### src/rtl/out_bcd_conv.sv
// out_bcd_conv: serial shift-add-3 binary-to-BCD converter for the CPU out port.
// Define OUT_BCD_SIGNED_EN to treat the input as two's complement (magnitude + neg flag).
module out_bcd_conv #(
    parameter int DATA_WIDTH = 16,
    parameter int DIGITS     = 5
) (
    input  logic                  clk,
    input  logic                  rst_n,
    input  logic [DATA_WIDTH-1:0] in,
    output logic [4*DIGITS-1:0]   bcd,
    output logic                  neg,
    output logic                  valid,
    output logic                  busy
);
    localparam int CW = $clog2(DATA_WIDTH + 1);
    localparam int BW = 4 * DIGITS;
    typedef enum logic [1:0] {IDLE, SHIFT, DONE} state_t;
    state_t                state_q, state_d;
    logic [DATA_WIDTH-1:0] work_q, work_d, last_in_q, last_in_d, mag;
    logic [BW-1:0]         scr_q, scr_d, bcd_q, bcd_d, adj;
    logic [CW-1:0]         cnt_q, cnt_d;
    logic                  pend_q, pend_d, valid_q, valid_d;
`ifdef OUT_BCD_SIGNED_EN
    logic sign_q, sign_d, neg_q, neg_d;
    assign mag = in[DATA_WIDTH-1] ? -in : in;
    assign neg = neg_q;
`else
    assign mag = in;
    assign neg = 1'b0;
`endif
    assign bcd   = bcd_q;
    assign valid = valid_q;
    assign busy  = state_q != IDLE;
    // Add 3 to every scratch digit >= 5 so the following shift carries correctly into the next digit.
    always_comb begin
        adj = scr_q;
        for (int k = 0; k < DIGITS; k++)
            adj[4*k+:4] = scr_q[4*k+:4] >= 4'd5 ? scr_q[4*k+:4] + 4'd3 : scr_q[4*k+:4];
    end
    // Next-state and datapath: capture on input change, shift DATA_WIDTH times, publish once.
    always_comb begin
        state_d   = state_q;
        work_d    = work_q;
        scr_d     = scr_q;
        cnt_d     = cnt_q;
        last_in_d = last_in_q;
        pend_d    = pend_q;
        bcd_d     = bcd_q;
        valid_d   = 1'b0;
`ifdef OUT_BCD_SIGNED_EN
        sign_d    = sign_q;
        neg_d     = neg_q;
`endif
        case (state_q)
            IDLE: if (pend_q || in != last_in_q) begin
                work_d    = mag;
                last_in_d = in;
                pend_d    = 1'b0;
                scr_d     = '0;
                cnt_d     = CW'(DATA_WIDTH);
                state_d   = SHIFT;
`ifdef OUT_BCD_SIGNED_EN
                sign_d    = in[DATA_WIDTH-1];
`endif
            end
            SHIFT: begin
                scr_d   = {adj[BW-2:0], work_q[DATA_WIDTH-1]};
                work_d  = {work_q[DATA_WIDTH-2:0], 1'b0};
                cnt_d   = cnt_q - CW'(1);
                state_d = cnt_q == CW'(1) ? DONE : SHIFT;
            end
            DONE: begin
                bcd_d   = scr_q;
                valid_d = 1'b1;
                state_d = IDLE;
`ifdef OUT_BCD_SIGNED_EN
                neg_d   = sign_q;
`endif
            end
            default: state_d = IDLE;
        endcase
    end
    // State register; reset leaves a pending conversion so the current input is converted after release.
    always_ff @(posedge clk or negedge rst_n) begin
        if (!rst_n) begin
            state_q   <= IDLE;
            work_q    <= '0;
            scr_q     <= '0;
            cnt_q     <= '0;
            last_in_q <= '0;
            pend_q    <= 1'b1;
            bcd_q     <= '0;
            valid_q   <= 1'b0;
`ifdef OUT_BCD_SIGNED_EN
            sign_q    <= 1'b0;
            neg_q     <= 1'b0;
`endif
        end else begin
            state_q   <= state_d;
            work_q    <= work_d;
            scr_q     <= scr_d;
            cnt_q     <= cnt_d;
            last_in_q <= last_in_d;
            pend_q    <= pend_d;
            bcd_q     <= bcd_d;
            valid_q   <= valid_d;
`ifdef OUT_BCD_SIGNED_EN
            sign_q    <= sign_d;
            neg_q     <= neg_d;
`endif
        end
    end
endmodule

### config.mk
export PLATFORM = sky130hd
export DESIGN_NAME = out_bcd_conv
export DESIGN_NICKNAME = d
export VERILOG_FILES = /design/src/rtl/out_bcd_conv.sv
export SDC_FILE = /design/constraint.sdc
export NUM_CORES = 1
export LEC_CHECK = 0
export CAP_MARGIN = 20
export CORE_ASPECT_RATIO = 1.1
export CORE_UTILIZATION = 45
export CTS_BUF_LIST = sky130_fd_sc_hd__clkbuf_2
export CTS_CLUSTER_DIAMETER = 200
export DETAILED_ROUTE_END_ITERATION = 16
export DONT_BUFFER_PORTS = 1
export GPL_TIMING_DRIVEN = 0
export PLACE_DENSITY = 0.65
export SYNTH_ARGS = -nofsm -noshare
export SYNTH_HDL_FRONTEND = slang
export SYNTH_SLANG_ARGS = --single-unit
### constraint.sdc
create_clock -name clk -period 1.79 [get_ports clk]
set_clock_uncertainty 0.1 [all_clocks]
set_input_delay 0.537 -clock clk [delete_from_list [all_inputs] [get_ports clk]]
set_output_delay 0.537 -clock clk [all_outputs]
set_load 0.02 [all_outputs]
==> results.json <==
{
  "status": "finished, violations left",
  "violations": "negative hold slack, negative setup slack",
  "clockRootBuffer": "clkbuf_2",
  "hold_viol_final": 81,
  "mostFrequentLayoutCell": "dfrtp_1",
  "viasPerCell": 5.50,
  "setup_repair_after_global_routing_missed_its_margin": "true",
  "clock_latency_of_the_later_clocked_register_in_the_worst_skew_pair_ns": 0.52,
  "timing.max_cap.violations": 0,
  "combPwrFrac_pct": 39.7,
  "dieWidth_um": 90.9,
  "timing.critical_path.max_delay_family": "compound AO/OA/AOI/OAI gates",
  "ys.warnings.count": 0,
  "postLayoutCellArea_um2": 4590,
  "globalRouteTotalUtil_pct": 17.9,
  "postRouteAntennaNets": 0,
  "boundaryPins": 41,
  "die_h_um": 99.8,
  "buffer_ports.inserted": 0,
  "netSwitchingFraction_pct": 37.1,
  "gp_congestion": 0.830,
  "power_frac_seq_pct": 44.9,
  "postSynth.asyncResetShare_pct": 100,
  "design.die.area_um2": 9070,
  "p_int_w": 0.00501,
  "final-setup-viol-count": 55,
  "final_cell_mix": "dfrtp_1 (79), mux2_2 (28), nand2_1 (24), o21ai_0 (22), mux2_4 (22)",
  "drc_errors": 0,
  "cp_cell_sequence": "xnor2_2 -> nand4_1 -> a2111oi_4 -> a31o_4 -> buf_6 -> mux2_4",
  "layout-drive-gt1-share_pct": 30.1,
  "power_frac_clock_pct": 15.5,
  "worst_path_largest_cell_delay_ns": 0.47,
  "fmax_mhz": 474,
  "grt_start_max_net_pins": 82,
  "worstPathBufferInverterCount": 1,
  "synth_edf_count": 0,
  "synthesis.area_um2": 3910,
  "period_share_pct": 118,
  "synthDominantAreaCellType": "dfrtp_1",
  "firstDrtPassIters": 4,
  "syn_avg_cell_area_um2": 12.1,
  "fin_ws_ns": -0.318,
  "placedInstanceArea_um2": 4180,
  "postSynth.topFlopCell": "dfrtp_1",
  "placeableCoreArea_um2": 8410,
  "first_iter_violations": 87,
  "cp_data_required_time_ns": 2.12,
  "synthDominantCellAreaShare_pct": 51.2,
  "detailed_placement_wirelength_estimate_mm": 5.07,
  "vias": 2548,
  "timing.critical_path.slowest_stage_cell": "dfrtp_1",
  "clk_pin_slew_worst_paths_ns": 0.24,
  "seq_area_frac_synth_pct": 51.9,
  "antenna_found_initial": 0,
  "postSynthRegisterBits": 81,
  "clock_tree_from_tritoncts": "done",
  "power.switching_w": 0.00295,
  "via_count_of_the_first_global_routing_pass": 2612,
  "crit_path_end_kind": "flip-flop",
  "timing.critical_path.fanout_max": 10,
  "floorplan.rows": 35,
  "utilization_pct": 54.6,
  "area_growth_syn_to_layout_pct": 17.3,
  "p_per_area_nw_per_um2": 1730,
  "synthTopCellsByArea": "dfrtp_1 (51%), mux2_2 (11%), mux2_1 (4.0%), ha_1 (3.8%), xnor2_1 (3.8%)",
  "cts_buffers": 9,
  "global_route_overflow": 0,
  "wl_mm": 7.60,
  "arr_time_crit_path_ns": 2.44,
  "grt_first_pass_wirelength_mm": 12.5,
  "postSynthNetCount": 354,
  "path_class": "reg2reg",
  "placed_cells": 435,
  "wire_per_inst_um": 16.4,
  "cts_max_path_buffers": 2,
  "num-nets-final": 378,
  "vdd_drop_max_uv": 749,
  "post_synth_num_cell_types": 45,
  "diodes": 0,
  "worstHoldPathType": "in2async",
  "p_leak_nw": 2.08,
  "critPathLaunchType": "flip-flop",
  "timing_max_transition_violations_final": 0,
  "tritoncts_num_sinks": 81,
  "holdWs_ns": -0.440,
  "cts.htree.levels": 3,
  "number_of_cells_produced_by_synthesis": 324,
  "finalNonFillerCells": 463,
  "timing.final.crit_period_ns": 2.11,
  "initial_core_util_pct": 46.5
}
-- registers in the layout (all words and copies together) (netlist names) --
signal and count:
cnt_q 5, last_in_q 16, state_q 2, work_q 16
pend_q 1, valid 1, bcd 20, scr_q 20
-- logic make-up after synthesis --
| kind of cell | share of synthesized area [%] |
|---|---|
| buffers and inverters | 4.32 |
| muxes | 15.5 |
| adders and majority gates | 3.84 |
| other | 0.0959 |
| xor gates and xnor gates | 4.03 |
| and+or+nand+nor | 6.78 |
| AOI/OAI and AO/OA | 13.6 |
| DFF | 51.9 |
-- through the flow --
stage	hold WS, ns	TNS [ns]	setup WS [ns]	total power (W)
global route	-0.518	-15.65	-0.384	0.00853
CTS	-0.484	-13.20	-0.337	0.00785
floorplan	0.141	-6.06	-0.222	0.00588
global placement	0.143	-18.21	-0.440	0.00636
detailed placement	0.143	-19.82	-0.457	0.00649
finish	-0.440	-11.54	-0.318	0.00796
-- power groups by stage --
stage          Combinational (W)  Sequential [W]  Clock, W
2_1_floorplan            0.00245         0.00343         0
3_3_place_gp             0.00279         0.00357         0
3_5_place_dp             0.00289         0.00360         0
4_1_cts                  0.00302         0.00357   0.00126
5_1_grt                  0.00351         0.00370   0.00133
6_report                 0.00316         0.00357   0.00123
-- final timing paths --
check / start / end / slack [ns] / depth (start not counted)
max in group asynchronous: rst_n / pend_q / 1.81 / 0
worst max register to register: last_in_q[12] / work_q[11] / -0.32 / 6
worst min-delay path: rst_n / bcd[14] / -0.44 / 0
worst min register to register: cnt_q[4] / state_q[1] / 0.41 / 1
worst max-delay path: last_in_q[12] / work_q[11] / -0.32 / 6
min in group clk: in[0] / last_in_q[0] / 0.05 / 1
-- synthesized netlist by cell type (2+ instances only) --
| cell | count |
|---|---|
| dfrtp_1 | 80 |
| mux2_2 | 37 |
| nand2_1 | 25 |
| o21ai_0 | 22 |
| inv_1 | 21 |
| xnor2_1 | 17 |
| a21oi_1 | 16 |
| mux2_1 | 14 |
| o2bb2ai_1 | 14 |
| ha_1 | 12 |
| nor3b_1 | 8 |
| a32o_1 | 6 |
| nand2b_1 | 5 |
| buf_6 | 4 |
| clkbuf_1 | 4 |
| buf_2 | 3 |
| mux2i_1 | 3 |
| nor2_1 | 3 |
| nor3_1 | 2 |
| o2111ai_1 | 2 |
| o2bb2ai_2 | 2 |
-- metal layers --
metal	vias up	routed length, um	part of all wire [%]	track usage [%]
met4	0	131	1.7	8.30
met2	74	3530	46	28.8
met5	-	0	0	0
met1	1261	3510	46	22.5
li1	1201	-	-	-
met3	12	429	5.6	4.82
-- cell type report --
type                       count  area (um^2)
fill                         704         3820
sequential                    81         2030
multi-input combinational    208         1910
timing repair buffer          13          146
tap                          111          139
buffer                        13          126
clock inverter                 6          108
inverter                      22         87.6
clock buffer                   9         45.0
-- what timing repair did --
item	in CTS	in global routing
pin swaps	2	1
buffers inserted	2	3
endpoints found under the setup margin	67	55
cloned	1	0
endpoints found under the hold margin	81	88
resized for setup	19	16
Power figures use the tool's default switching activity.
